`config.mk`:
```
export PLATFORM = sky130hd
export DESIGN_NAME = mem_stage_flat
export DESIGN_NICKNAME = d
export VERILOG_FILES = /design/src/rtl/mem_stage_if.sv /design/src/rtl/mem_stage.sv /design/src/flat_wrapper.sv
export SDC_FILE = /design/constraint.sdc
export NUM_CORES = 1
export LEC_CHECK = 0
export BUFFER_PORTS_ARGS = -buffer_cell sky130_fd_sc_hd__buf_4
export CAP_MARGIN = 5
export CORE_AREA = 2 2 99 110
export CTS_BUF_LIST = sky130_fd_sc_hd__clkbuf_8
export DETAILED_ROUTE_END_ITERATION = 8
export DIE_AREA = 0 0 101 112
export GPL_ROUTABILITY_DRIVEN = 0
export PLACE_DENSITY = 0.93
export RECOVER_POWER = 25
export SYNTH_ARGS = -nofsm -noshare
export SYNTH_HDL_FRONTEND = slang
export SYNTH_SLANG_ARGS = --single-unit
```
`constraint.sdc`:
```
create_clock -name clk -period 6.1 [get_ports clk]
set_input_delay 0.61 -clock clk [delete_from_list [all_inputs] [get_ports clk]]
set_output_delay 0.61 -clock clk [all_outputs]
set_load 0.05 [all_outputs]
```
`src/rtl/mem_stage_if.sv`:
```
// Data-memory port of the memory stage: req/gnt request channel plus rvalid/rdata response channel.
// The request holds steady from the cycle req rises until the cycle gnt is seen; rvalid is a one-cycle data strobe.
interface mem_stage_if #(
    parameter int ADDR_WIDTH = 10,
    parameter int REG_WIDTH  = 32
);
    logic                  req;
    logic                  we;
    logic [ADDR_WIDTH-3:0] addr;
    logic [3:0]            be;
    logic [REG_WIDTH-1:0]  wdata;
    logic                  gnt;
    logic                  rvalid;
    logic [REG_WIDTH-1:0]  rdata;

    modport master (output req, we, addr, be, wdata, input gnt, rvalid, rdata);
    modport slave  (input req, we, addr, be, wdata, output gnt, rvalid, rdata);
endinterface

```
`src/rtl/mem_stage.sv`:
```
// Memory-access stage of the rrv RV32I pipeline: issues loads/stores on a req/gnt/rvalid port,
// aligns store data, extends load data and forwards the GPR write-back bundle.
module mem_stage #(
    parameter int REG_WIDTH      = 32,
    parameter int ADDR_WIDTH     = 10,
    parameter int REG_ADDR_WIDTH = 5
) (
    input  logic                      clk,
    input  logic                      rst,
    input  logic                      data_mem_en_mem,
    input  logic                      data_mem_we_mem,
    input  logic [ADDR_WIDTH-1:0]     addr_mem,
    input  logic [REG_WIDTH-1:0]      rs2_mem,
    input  logic [2:0]                funct3_mem,
    input  logic                      mem_wb,
    input  logic                      gpr_we_wb,
    input  logic [REG_ADDR_WIDTH-1:0] addr_rd_wb,
    input  logic [REG_WIDTH-1:0]      data_rd_wb,
    output logic                      mem_stall,
    mem_stage_if.master               dmem,
    output logic                      gpr_we_out,
    output logic [REG_ADDR_WIDTH-1:0] addr_rd_out,
    output logic [REG_WIDTH-1:0]      data_rd_out,
    output logic                      access_err,
    output logic [1:0]                state_dbg
);
    typedef enum logic [1:0] {IDLE = 2'd0, REQ = 2'd1, WAIT = 2'd2} state_t;

    state_t state, state_next;

    logic                      op_we;
    logic [2:0]                op_f3;
    logic [1:0]                op_lane;
    logic [ADDR_WIDTH-3:0]     op_addr;
    logic [3:0]                op_be;
    logic [REG_WIDTH-1:0]      op_wdata;
    logic                      op_wb;
    logic [REG_ADDR_WIDTH-1:0] op_rd;

    logic                 aligned, legal_f3, op_ok, req_c, load_done;
    logic [3:0]           be_c;
    logic [REG_WIDTH-1:0] wdata_c, shifted, load_val;

    // Legality and lane placement of the incoming request
    always_comb begin
        aligned = 1'b0;
        be_c    = 4'b0000;
        wdata_c = rs2_mem;
        case (funct3_mem[1:0])
            2'b00: begin
                aligned = 1'b1;
                be_c    = 4'(4'b0001 << addr_mem[1:0]);
                wdata_c = {4{rs2_mem[7:0]}};
            end
            2'b01: begin
                aligned = ~addr_mem[0];
                be_c    = 4'(4'b0011 << addr_mem[1:0]);
                wdata_c = {2{rs2_mem[15:0]}};
            end
            2'b10: begin
                aligned = (addr_mem[1:0] == 2'b00);
                be_c    = 4'b1111;
            end
            default: aligned = 1'b0;
        endcase
        if (data_mem_we_mem)
            legal_f3 = ~funct3_mem[2] && (funct3_mem[1:0] != 2'b11);
        else
            legal_f3 = (funct3_mem[1:0] != 2'b11) && (funct3_mem != 3'b110);
        op_ok = aligned && legal_f3;
    end

    always_comb begin
        shifted = dmem.rdata >> {op_lane, 3'b000};
        case (op_f3)
            3'b000:  load_val = {{(REG_WIDTH-8){shifted[7]}}, shifted[7:0]};
            3'b100:  load_val = {{(REG_WIDTH-8){1'b0}}, shifted[7:0]};
            3'b001:  load_val = {{(REG_WIDTH-16){shifted[15]}}, shifted[15:0]};
            3'b101:  load_val = {{(REG_WIDTH-16){1'b0}}, shifted[15:0]};
            default: load_val = shifted;
        endcase
    end

    always_ff @(posedge clk or posedge rst) begin
        if (rst) state <= IDLE;
        else     state <= state_next;
    end

    always_comb begin
        state_next = state;
        req_c      = 1'b0;
        load_done  = 1'b0;
        case (state)
            IDLE: if (data_mem_en_mem && op_ok) state_next = REQ;
            REQ: begin
                req_c = 1'b1;
                if (dmem.gnt) begin
                    if (op_we) begin
                        state_next = IDLE;
                    end else if (dmem.rvalid) begin
                        load_done  = 1'b1;
                        state_next = IDLE;
                    end else begin
                        state_next = WAIT;
                    end
                end
            end
            WAIT: begin
                if (dmem.rvalid) begin
                    load_done  = 1'b1;
                    state_next = IDLE;
                end
            end
            default: state_next = IDLE;
        endcase
    end

    assign mem_stall  = (state != IDLE);
    assign state_dbg  = state;
    assign dmem.req   = req_c;
    assign dmem.we    = req_c & op_we;
    assign dmem.addr  = req_c ? op_addr : '0;
    assign dmem.be    = req_c ? op_be : 4'b0000;
    assign dmem.wdata = req_c ? op_wdata : '0;

    // Inputs are only looked at in IDLE; REQ/WAIT hold a bubble until the load completes
    always_ff @(posedge clk or posedge rst) begin
        if (rst) begin
            op_we       <= 1'b0;
            op_f3       <= 3'b000;
            op_lane     <= 2'b00;
            op_addr     <= '0;
            op_be       <= 4'b0000;
            op_wdata    <= '0;
            op_wb       <= 1'b0;
            op_rd       <= '0;
            gpr_we_out  <= 1'b0;
            addr_rd_out <= '0;
            data_rd_out <= '0;
            access_err  <= 1'b0;
        end else begin
            access_err <= 1'b0;
            if (state == IDLE) begin
                if (!data_mem_en_mem) begin
                    gpr_we_out  <= gpr_we_wb;
                    addr_rd_out <= addr_rd_wb;
                    data_rd_out <= data_rd_wb;
                end else if (op_ok) begin
                    gpr_we_out <= 1'b0;
                    op_we      <= data_mem_we_mem;
                    op_f3      <= funct3_mem;
                    op_lane    <= addr_mem[1:0];
                    op_addr    <= addr_mem[ADDR_WIDTH-1:2];
                    op_be      <= be_c;
                    op_wdata   <= wdata_c;
                    op_wb      <= gpr_we_wb & mem_wb;
                    op_rd      <= addr_rd_wb;
                end else begin
                    gpr_we_out <= 1'b0;
                    access_err <= 1'b1;
                end
            end else if (load_done) begin
                gpr_we_out  <= op_wb;
                addr_rd_out <= op_rd;
                data_rd_out <= load_val;
            end else begin
                gpr_we_out <= 1'b0;
            end
        end
    end
endmodule

```
`src/flat_wrapper.sv`:
```
// flat-port wrapper written by rule: the top's interface ports become plain ports
module mem_stage_flat 
#(
    parameter int REG_WIDTH      = 32,
    parameter int ADDR_WIDTH     = 10,
    parameter int REG_ADDR_WIDTH = 5
)
  (clk, rst, data_mem_en_mem, data_mem_we_mem, addr_mem, rs2_mem, funct3_mem, mem_wb, gpr_we_wb, addr_rd_wb, data_rd_wb, mem_stall, gpr_we_out, addr_rd_out, data_rd_out, access_err, state_dbg, dmem_req, dmem_we, dmem_addr, dmem_be, dmem_wdata, dmem_gnt, dmem_rvalid, dmem_rdata);
  mem_stage_if #(.ADDR_WIDTH(ADDR_WIDTH), .REG_WIDTH(REG_WIDTH)) dmem_i ();
  input  logic clk;
  input  logic rst;
  input  logic data_mem_en_mem;
  input  logic data_mem_we_mem;
  input  logic [ADDR_WIDTH-1:0] addr_mem;
  input  logic [REG_WIDTH-1:0] rs2_mem;
  input  logic [2:0] funct3_mem;
  input  logic mem_wb;
  input  logic gpr_we_wb;
  input  logic [REG_ADDR_WIDTH-1:0] addr_rd_wb;
  input  logic [REG_WIDTH-1:0] data_rd_wb;
  output logic mem_stall;
  output logic gpr_we_out;
  output logic [REG_ADDR_WIDTH-1:0] addr_rd_out;
  output logic [REG_WIDTH-1:0] data_rd_out;
  output logic access_err;
  output logic [1:0] state_dbg;
  output wire logic [$bits(dmem_i.req)-1:0] dmem_req;
  output wire logic [$bits(dmem_i.we)-1:0] dmem_we;
  output wire logic [$bits(dmem_i.addr)-1:0] dmem_addr;
  output wire logic [$bits(dmem_i.be)-1:0] dmem_be;
  output wire logic [$bits(dmem_i.wdata)-1:0] dmem_wdata;
  input wire logic [$bits(dmem_i.gnt)-1:0] dmem_gnt;
  input wire logic [$bits(dmem_i.rvalid)-1:0] dmem_rvalid;
  input wire logic [$bits(dmem_i.rdata)-1:0] dmem_rdata;
  assign dmem_req = dmem_i.req;
  assign dmem_we = dmem_i.we;
  assign dmem_addr = dmem_i.addr;
  assign dmem_be = dmem_i.be;
  assign dmem_wdata = dmem_i.wdata;
  assign dmem_i.gnt = dmem_gnt;
  assign dmem_i.rvalid = dmem_rvalid;
  assign dmem_i.rdata = dmem_rdata;
  mem_stage #(.REG_WIDTH(REG_WIDTH), .ADDR_WIDTH(ADDR_WIDTH), .REG_ADDR_WIDTH(REG_ADDR_WIDTH)) u_core (.clk(clk), .rst(rst), .data_mem_en_mem(data_mem_en_mem), .data_mem_we_mem(data_mem_we_mem), .addr_mem(addr_mem), .rs2_mem(rs2_mem), .funct3_mem(funct3_mem), .mem_wb(mem_wb), .gpr_we_wb(gpr_we_wb), .addr_rd_wb(addr_rd_wb), .data_rd_wb(data_rd_wb), .mem_stall(mem_stall), .dmem(dmem_i), .gpr_we_out(gpr_we_out), .addr_rd_out(addr_rd_out), .data_rd_out(data_rd_out), .access_err(access_err), .state_dbg(state_dbg));
endmodule
```
==> qor.yml, run 1 <==
hold_viol: 0
grt_use_total_pct: 27.8
synth_warnings: 0
cp-end-kind: "flip-flop"
initial_core_util_pct: 53.3
synthTopCellsByArea: "dfrtp_1 44%, mux2i_1 11%, and2_1 5.3%"
violations: "capacitance limit, slew limit"
tightest_slew_ns: 1.56
cp-start-kind: "flip-flop"
fin_crit_sh_pct: 51.5
yosysMostFrequentCell: "dfrtp_1"
p_clk_share_pct: 10.8
swShare_pct: 51.6
status: "finished with violations"
dp_hpwl_um: 11600
fmax_mhz: 318
yosysTopAreaCellShare_pct: 44.4
io_pins: 210
wire_per_inst_um: 18.4
cts_root_buffer: "clkbuf_8"
tns_ns: 0
clock_skew_ns: 0.00944
switching_power_w: 0.00201
die_y_um: 112
rows: 39
critical_path.max_fanout: 37
drtPass1Iterations: 7
vias_per_cell: 5.68
hp-class: "primary input to flip-flop"
cts_buffers: 9
design.core.area_um2: 10200
grt_pass1_vias: 4948
clkTransAtPathRegs_ns: 0.11
async_reset_ff_share_pct: 100
ir_drop_mv: 0.317
slew_headroom_pct: -4.51
drc_errors: 0
area_delta_synth_final_pct: 30.2
netlist_area_um2: 5470
post-place-ws_ns: 3.03
ys_seq_elements: 97
grt_pass1_wl_um: 24600
clk_path_buf_depth: 2
postCtsHoldBufs: 0
worst_ep_arrival_time_ns: 3.41
slew_viol_final: 37
pwr-share-seq_pct: 30.7
synthCells: 538
yosysTopAreaCell: "dfrtp_1"
grt-ovfl-total: 0
n_fill_cell: 785
rsz0062_at_grt: "false"
cts_setup_buffers: 0
drv_cap: 1
leakagePower_nw: 3.53
crit_type: "flip-flop to flip-flop"
synth_flop_cell: "dfrtp_1"
grt_start_max_net_pins: 73
portBuffers: 209
vias: 4815
drt-total-wl_um: 15600
power_frac_comb_pct: 58.5
clock-sinks: 97
synth_enable_flop_cells: 0
cts_resized: 0
antenna_found_initial: 0
cts_tree: "built"
ys_seq_area_share_pct: 44.4
postSynthAreaPerCell_um2: 10.2
fin_ws_ns: 2.96
p_per_area_nw_per_um2: 547
setup_violations: 0
drtIter0Drc: 198
min_period_ns: 3.14
num-nets-final: 845
die_area_um2: 11300
drive_above_1_share_pct: 35.0
yosys-top-cells-count: "97 x dfrtp_1, 60 x mux2i_1, 58 x nand2_1"
postSynthNetCount: 663
htree_levels: 3
ant_nets: 0
clkLatencyLatePin_ns: 0.39
crit_required_ns: 6.37
antenna_cells: 0
synth_cell_type_count: 39
p_int_w: 0.00188
die_w_um: 101
## critical path: stages, from the launching register on
cell and delay, ns:
dfrtp_1 0.43, inv_1 0.11, ha_1 0.50, inv_2 0.31
o2111ai_2 0.37, and2_2 0.91, mux2_1 0.38
## area by class of cell
class                      count  area (µm²)  area share (%)
timing repair buffer         213        1510            21.2
multi-input combinational    367        2710            38.0
clock inverter                 7        72.6            1.02
tap                          123         154            2.16
inverter                      32         121            1.71
clock buffer                   9         124            1.74
sequential                    97        2430            34.1
## state kept, by name (all words and copies together) (netlist names)
register / cells
u_core.access_err: 1
u_core.op_f3: 3
u_core.addr_rd_out: 5
u_core.gpr_we_out: 1
u_core.op_we: 1
u_core.state_dbg: 2
u_core.op_wb: 1
u_core.data_rd_out: 32
u_core.op_be: 4
u_core.op_addr: 8
u_core.op_wdata: 32
u_core.op_lane: 2
u_core.op_rd: 5
## power by group through the flow
stage / logic (W) / registers (W) / clock network (W)
2_1_floorplan: 0.00135 / 0.00153 / 0
3_3_place_gp: 0.00227 / 0.00118 / 0
3_5_place_dp: 0.00234 / 0.00120 / 0
4_1_cts: 0.00234 / 0.00119 / 0.000429
5_1_grt: 0.00241 / 0.00123 / 0.000448
6_report: 0.00228 / 0.00119 / 0.000422
## through the flow
stage	hold slack (ns)	util [%]	instances	total power [W]	area, µm²
2_1_floorplan	0.447	-	538	0.00288	5470
3_3_place_gp	0.459	68.4	832	0.00345	7010
3_5_place_dp	0.471	68.4	832	0.00354	7010
4_1_cts	0.223	70.3	848	0.00396	7210
5_1_grt	0.416	69.4	848	0.00410	7110
6_report	0.430	69.4	848	0.00389	7110
## kinds of logic after synthesis
| kind of cell | count (synthesis) | synth area share, % |
|---|---|---|
| adder cells (fa/ha/maj) | 3 | 0.687 |
| AND/OR/NAND/NOR | 171 | 15.1 |
| buffers and inverters | 74 | 6.30 |
| flip-flops | 97 | 44.4 |
| multiplexers | 98 | 19.6 |
| XOR/XNOR | 1 | 0.160 |
| AO/OA/AOI/OAI | 94 | 13.8 |
## routing by layer
metal  track usage (%)  routed length, µm
met5                 0                  0
met4              12.3                481
met3              6.72               1430
met2              47.7               7800
met1              32.9               5870
## placed cells by master, fill, tap and decap left out, drive strengths merged, types with 9 or more instances in the layout
cell / synthesis / final
buf: 25 / 188
dfrtp: 97 / 97
mux2i: 60 / 60
nand2: 58 / 58
and2: 46 / 46
o21ai: 44 / 44
mux2: 38 / 38
inv: 32 / 35
clkbuf: 17 / 34
nor2: 33 / 33
a221oi: 25 / 25
nand3: 12 / 12
a21oi: 10 / 10
nor3: 9 / 9
## worst paths after layout
check | startpoint | to | slack, ns | cells past startpoint
min in group asynchronous | rst | u_core.op_wdata[5] | 0.58 | 2
max | u_core.state_dbg[0] | u_core.data_rd_out[7] | 2.96 | 6
min reg2reg | u_core.op_wdata[19] | u_core.op_wdata[19] | 0.48 | 2
min | addr_mem[3] | u_core.op_addr[1] | 0.43 | 2
max in group asynchronous | rst | u_core.addr_rd_out[1] | 4.07 | 3
max reg2reg | u_core.state_dbg[0] | u_core.data_rd_out[7] | 2.96 | 6
(Power assumes the default switching activity.)
==> inputs of run 2 (changes only) <==
--- a/config.mk
+++ b/config.mk
@@ -7,12 +7,12 @@
 export LEC_CHECK = 0
 export BUFFER_PORTS_ARGS = -buffer_cell sky130_fd_sc_hd__buf_4
 export CAP_MARGIN = 5
-export CORE_AREA = 2 2 99 110
+export CORE_AREA = 2 2 102 114
 export CTS_BUF_LIST = sky130_fd_sc_hd__clkbuf_8
 export DETAILED_ROUTE_END_ITERATION = 8
-export DIE_AREA = 0 0 101 112
+export DIE_AREA = 0 0 104 116
 export GPL_ROUTABILITY_DRIVEN = 0
-export PLACE_DENSITY = 0.93
+export PLACE_DENSITY = 0.88
 export RECOVER_POWER = 25
 export SYNTH_ARGS = -nofsm -noshare
 export SYNTH_HDL_FRONTEND = slang
==> constraint.sdc (replaced) <==
create_clock -name clk -period 3.1 [get_ports clk]
set_input_delay 0.31 -clock clk [delete_from_list [all_inputs] [get_ports clk]]
set_output_delay 0.31 -clock clk [all_outputs]
set_load 0.05 [all_outputs]
==> qor.yml, run 2 (synthesis results as in run 1) <==
status: "finished with violations"  # unchanged
violations: "capacitance limit, slew limit"  # unchanged
slew_headroom_pct: -19.2  # was -4.51%
clock-sinks: 97  # unchanged
drtIter0Drc: 243  # was 198
cts_setup_buffers: 0  # unchanged
crit_type: "flip-flop to flip-flop"  # unchanged
grt_pass1_wl_um: 24600  # about the same
die_w_um: 104  # was 101 µm
cp-end-kind: "flip-flop"  # unchanged
pwr-share-seq_pct: 28.3  # was 30.7%
portBuffers: 209  # unchanged
swShare_pct: 49.2  # was 51.6%
p_per_area_nw_per_um2: 1080  # was 547 nW/µm²
rows: 40  # was 39
grt-ovfl-total: 0  # unchanged
drc_errors: 0  # unchanged
postCtsHoldBufs: 0  # unchanged
layout_commonest_cell: "buf_4"  # unchanged
cp-start-kind: "flip-flop"  # unchanged
switching_power_w: 0.00389  # was 0.00201 W
die_y_um: 116  # was 112 µm
seq_area_um2: 2430  # unchanged
worst_ep_arrival_time_ns: 2.69  # was 3.41 ns
cts_resized: 0  # unchanged
fin_crit_sh_pct: 78.9  # was 51.5%
place_inst: 863  # was 832
drv_cap: 1  # unchanged
grt_pass1_vias: 4777  # was 4948
leakagePower_nw: 3.67  # was 3.53 nW
cts_tree: "built"  # unchanged
fmax_mhz: 409  # was 318 MHz
vias_per_cell: 5.46  # was 5.68
dp_hpwl_um: 11800  # was 11600 µm
hp-class: "primary input to flip-flop"  # unchanged
wire_per_inst_um: 17.7  # was 18.4 µm
n_fill_cell: 819  # was 785
cts_buffers: 9  # unchanged
grt_start_max_net_pins: 86  # was 73
tns_ns: 0  # unchanged
multi_input_area_um2: 2710  # unchanged
cts_root_buffer: "clkbuf_8"  # unchanged
drtPass1Iterations: 5  # was 7
critical_path.max_fanout: 45  # was 37
tightest_slew_ns: 1.79  # was 1.56 ns
clkLatencyLatePin_ns: 0.37  # was 0.39 ns
initial_core_util_pct: 50.6  # was 53.3%
stdcell_count: 879  # was 848
slew_viol_final: 86  # was 37
ir_drop_mv: 0.543  # was 0.317 mV
clk_path_buf_depth: 2  # unchanged
antenna_cells: 0  # unchanged
rsz0062_at_grt: "false"  # unchanged
p_int_w: 0.00401  # was 0.00188 W
setup_violations: 0  # unchanged
reg_top3: "u_core.data_rd_out x32, u_core.op_wdata x32, u_core.op_addr x8"  # unchanged
p_clk_share_pct: 11.5  # was 10.8%
antenna_found_initial: 0  # unchanged
crit_required_ns: 3.35  # was 6.37 ns
power_frac_comb_pct: 60.2  # was 58.5%
grt_use_total_pct: 25.9  # was 27.8%
ant_nets: 0  # unchanged
drt-total-wl_um: 15600  # about the same
num-nets-final: 852  # was 845
min_period_ns: 2.44  # was 3.14 ns
htree_levels: 3  # unchanged
hold_viol: 0  # unchanged
drive_above_1_share_pct: 38.8  # was 35.0%
layout_common_cells: "218 x buf_4, 97 x dfrtp_1, 60 x mux2i_1"  # was 188 x buf_4, 97 x dfrtp_1, 60 x mux2i_1
clock_skew_ns: 0.0148  # was 0.00944 ns
io_pins: 210  # unchanged
area_delta_synth_final_pct: 33.9  # was 30.2%
clkTransAtPathRegs_ns: 0.10  # was 0.11 ns
die_area_um2: 12100  # was 11300 µm²
vias: 4801  # was 4815
design.core.area_um2: 10800  # was 10200 µm²
-- run 2: per-stage QoR --
| stage | hold slack, ns | total power, W | util (%) | area [µm²] | worst slack, ns |
|---|---|---|---|---|---|
| floorplan | 0.437 | 0.00566 | - | 5470 | 0.256 |
| global placement | 0.461 | 0.00687 | 65.7 | 7100 | 0.741 |
| detailed placement | 0.467 | 0.00701 | 65.7 | 7100 | 0.673 |
| CTS | 0.134 | 0.00792 | 67.7 | 7320 | 0.665 |
| global route | 0.137 | 0.00831 | 67.7 | 7320 | 0.512 |
| finish | 0.146 | 0.00790 | 67.7 | 7320 | 0.656 |
-- run 2: final timing paths --
check                                    startpoint             endpoint  slack [ns]  cells past startpoint
worst min register to register  u_core.op_wdata[21]  u_core.op_wdata[21]        0.48                      2
worst min-delay path                    addr_mem[3]    u_core.op_addr[1]        0.15                      2
min in group asynchronous                       rst   u_core.op_wdata[0]        0.48                      2
worst max-delay path            u_core.state_dbg[0]   u_core.op_wdata[3]        0.66                      6
max in group asynchronous                       rst    u_core.op_addr[0]        1.51                      2
worst max register to register  u_core.state_dbg[0]   u_core.op_wdata[3]        0.66                      6
-- run 2: metal layers --
| layer | part of all wire (%) | track usage [%] | vias up | wire, µm |
|---|---|---|---|---|
| met2 | 49 | 45.7 | 261 | 7680 |
| met5 | 0 | 0 | - | 0 |
| met4 | 3.1 | 11.5 | 0 | 480 |
| met3 | 8.0 | 5.79 | 34 | 1250 |
| met1 | 40 | 30.7 | 2266 | 6150 |
| li1 | - | - | 2240 | - |
-- run 2: final cells by class --
cell class                 count  area share (%)
clock buffer                   9            1.69
clock inverter                 7            1.28
inverter                      32            1.64
multi-input combinational    367            37.0
sequential                    97            33.2
tap                          147            2.51
timing repair buffer         220            22.7
-- run 2: worst max-delay path: stages, from the launching register on --
cell and delay (ns):
dfrtp_1 0.43, inv_1 0.10, ha_1 0.49, nand2_1 0.14, o21bai_4 0.50, buf_12 0.34
mux2_4 0.30
-- run 2: power by group through the flow --
stage	Combinational, W	Clock, W	Sequential [W]
floorplan	0.00266	0	0.00300
global placement	0.00465	0	0.00222
detailed placement	0.00476	0	0.00224
CTS	0.00477	0.000922	0.00223
global route	0.00503	0.000979	0.00230
finish	0.00476	0.000907	0.00223
==> inputs of run 3 (changes only) <==
--- a/config.mk
+++ b/config.mk
@@ -5,12 +5,13 @@
 export SDC_FILE = /design/constraint.sdc
 export NUM_CORES = 1
 export LEC_CHECK = 0
+export ABC_AREA = 1
 export BUFFER_PORTS_ARGS = -buffer_cell sky130_fd_sc_hd__buf_4
 export CAP_MARGIN = 5
-export CORE_AREA = 2 2 102 114
+export CORE_AREA = 2 2 104 116
 export CTS_BUF_LIST = sky130_fd_sc_hd__clkbuf_8
 export DETAILED_ROUTE_END_ITERATION = 8
-export DIE_AREA = 0 0 104 116
+export DIE_AREA = 0 0 106 118
 export GPL_ROUTABILITY_DRIVEN = 0
 export PLACE_DENSITY = 0.88
 export RECOVER_POWER = 25
==> constraint.sdc (replaced) <==
create_clock -name clk -period 2.3 [get_ports clk]
set_input_delay 0.23 -clock clk [delete_from_list [all_inputs] [get_ports clk]]
set_output_delay 0.23 -clock clk [all_outputs]
set_load 0.05 [all_outputs]
==> qor.yml, run 3 <==
die_y_um: 118  # was 116 µm
yosys-top-cells-count: "429 x nand2_1, 97 x dfrtp_1, 82 x nand3_1"  # was 97 x dfrtp_1, 60 x mux2i_1, 58 x nand2_1
crit_type: "flip-flop to primary output"  # was flip-flop to flip-flop
io_pins: 210  # unchanged
yosysMostFrequentCell: "nand2_1"  # was dfrtp_1
clock_skew_ns: 0.00677  # was 0.0148 ns
hp-class: "primary input to flip-flop"  # unchanged
clock-sinks: 97  # unchanged
cts_root_buffer: "clkbuf_8"  # unchanged
die_w_um: 106  # was 104 µm
ant_nets: 0  # unchanged
cp-end-kind: "primary output"  # was flip-flop
drtIter0Drc: 376  # was 243
yosysTopAreaCellShare_pct: 42.1  # was 44.4%
fmax_mhz: 491
die_area_um2: 12500  # was 12100 µm²
async_reset_ff_share_pct: 100  # unchanged
synthCells: 879  # was 538
rsz0062_at_grt: "false"  # unchanged
antenna_found_initial: 0  # unchanged
vias_per_cell: 5.05  # was 5.46
grt_pass1_wl_um: 26700  # was 24600 µm
num-nets-final: 1187  # was 852
clkLatencyLatePin_ns: 0.37  # about the same
min_period_ns: 2.04
synth_warnings: 0  # unchanged
fin_crit_sh_pct: 88.5
worst_ep_arrival_time_ns: 1.81  # was 2.69 ns
design.core.area_um2: 11300  # was 10800 µm²
reg_top3: "u_core.data_rd_out x32, u_core.op_wdata x32, u_core.op_addr x8"  # unchanged
grt_pass1_vias: 5583  # was 4777
synth_cell_type_count: 24  # was 39
ys_seq_area_share_pct: 42.1  # was 44.4%
postSynthAreaPerCell_um2: 6.56  # was 10.2 µm²
layout_common_cells: "429 x nand2_1, 218 x buf_4, 97 x dfrtp_1"  # was 218 x buf_4, 97 x dfrtp_1, 60 x mux2i_1
synth_enable_flop_cells: 0  # unchanged
postSynthNetCount: 1004  # was 663
setup_violations: 0  # unchanged
initial_core_util_pct: 50.9  # was 50.6%
drive_above_1_share_pct: 24.4  # was 38.8%
status: "completed"  # was finished with violations
yosysTopAreaCell: "dfrtp_1"  # unchanged
grt_use_total_pct: 26.6  # was 25.9%
slew_viol_final: 0  # was 86
final_util_pct: 66.7  # was 67.7%
ir_drop_mv: 0.887  # was 0.543 mV
cts_tree: "built"  # unchanged
drtPass1Iterations: 6  # was 5
p_per_area_nw_per_um2: 1510  # was 1080 nW/µm²
crit_required_ns: 2.07  # was 3.35 ns
ys_seq_elements: 97  # unchanged
cts_buffers: 9  # unchanged
grt-ovfl-total: 0  # unchanged
postCtsHoldBufs: 0  # unchanged
synth_flop_cell: "dfrtp_1"  # unchanged
htree_levels: 3  # unchanged
wire_per_inst_um: 13.8  # was 17.7 µm
leakagePower_nw: 4.53  # was 3.67 nW
grt_start_max_net_pins: 98  # was 86
cp-start-kind: "flip-flop"  # unchanged
slew_headroom_pct: 13.5  # was -19.2%
hold_viol: 0  # unchanged
antenna_cells: 0  # unchanged
tns_ns: 0  # unchanged
drc_errors: 0  # unchanged
tightest_slew_ns: 1.30  # was 1.79 ns
portBuffers: 209  # unchanged
area_delta_synth_final_pct: 31.2  # was 33.9%
netlist_area_um2: 5770  # was 5470 µm²
drv_cap: 0  # was 1
clk_path_buf_depth: 2  # unchanged
critical_path.max_fanout: 24  # was 45
rows: 41  # was 40
vias: 6140  # was 4801
dp_hpwl_um: 12200  # was 11800 µm
layout_commonest_cell: "nand2_1"  # was buf_4
clkTransAtPathRegs_ns: 0.10  # about the same
synthTopCellsByArea: "dfrtp_1 42%, nand2_1 28%, nand3_1 7.1%"  # was dfrtp_1 44%, mux2i_1 11%, and2_1 5.3%
drt-total-wl_um: 16700  # was 15600 µm
run 3: cell type report:
class / count / area [µm²]
inverter: 80 / 307
multi-input combinational: 652 / 2760
clock buffer: 9 / 124
timing repair buffer: 222 / 1690
clock inverter: 6 / 67.6
fill: 1036 / 3770
sequential: 97 / 2430
tap: 150 / 188
run 3: repair_timing:
action	CTS	global route
resized for setup	0	1
setup buffers	0	0
endpoints found under the setup margin	0	2
run 3: worst paths after layout:
path / cells past startpoint / start / slack (ns) / endpoint
min: 3 / addr_mem[4] / 0.05 / u_core.op_addr[2]
min in group asynchronous: 3 / rst / 0.36 / u_core.access_err
max in group asynchronous: 3 / rst / 1.15 / u_core.data_rd_out[11]
min reg2reg: 2 / u_core.op_wdata[30] / 0.49 / u_core.op_wdata[30]
max: 5 / u_core.state_dbg[0] / 0.26 / mem_stall
max reg2reg: 10 / u_core.state_dbg[1] / 0.37 / u_core.data_rd_out[21]
run 3: kinds of logic (layout without fill, tap and decap cells):
family	Yosys count	after routing	synth area share, %
fa+ha+maj	3	3	0.651
compound gates	79	79	7.07
simple gates	570	570	40.1
flops	97	97	42.1
buf+inv	130	317	10.1
run 3: layer usage:
layer / global-route usage, % / part of all wire (%) / routed length, µm
met5: 0 / 0 / 0
met2: 44.8 / 49 / 8130
met4: 10.6 / 2.7 / 447
met1: 33.3 / 39 / 6510
met3: 5.48 / 9.9 / 1650
run 3: through the flow:
step                      hold WS, ns  total power (W)  cell area, µm²  worst slack [ns]  instances
final                          0.0470           0.0115            7570             0.265       1216
after global routing           0.0378           0.0123            7570             0.169       1216
after CTS                      0.0220           0.0115            7580             0.118       1216
after detailed placement        0.429           0.0103            7390             0.248       1201
after global placement          0.421           0.0102            7390             0.367       1201
after floorplan                 0.340          0.00832            5770            0.0582        879
run 3: worst max-delay path: stages (launching register included):
cell and delay [ns]:
dfrtp_1 0.40, inv_1 0.09, ha_2 0.27, inv_4 0.23
buf_4 0.22, buf_4 0.21
run 3: where the power goes:
part	internal, W	total (W)	switching [W]	leakage, nW
registers	0.00253	0.00301	0.000487	1.21
logic	0.00222	0.00732	0.00511	3.23
clock network	0.000501	0.00112	0.000616	0.0917
total	0.00524	0.0115	0.00621	4.53
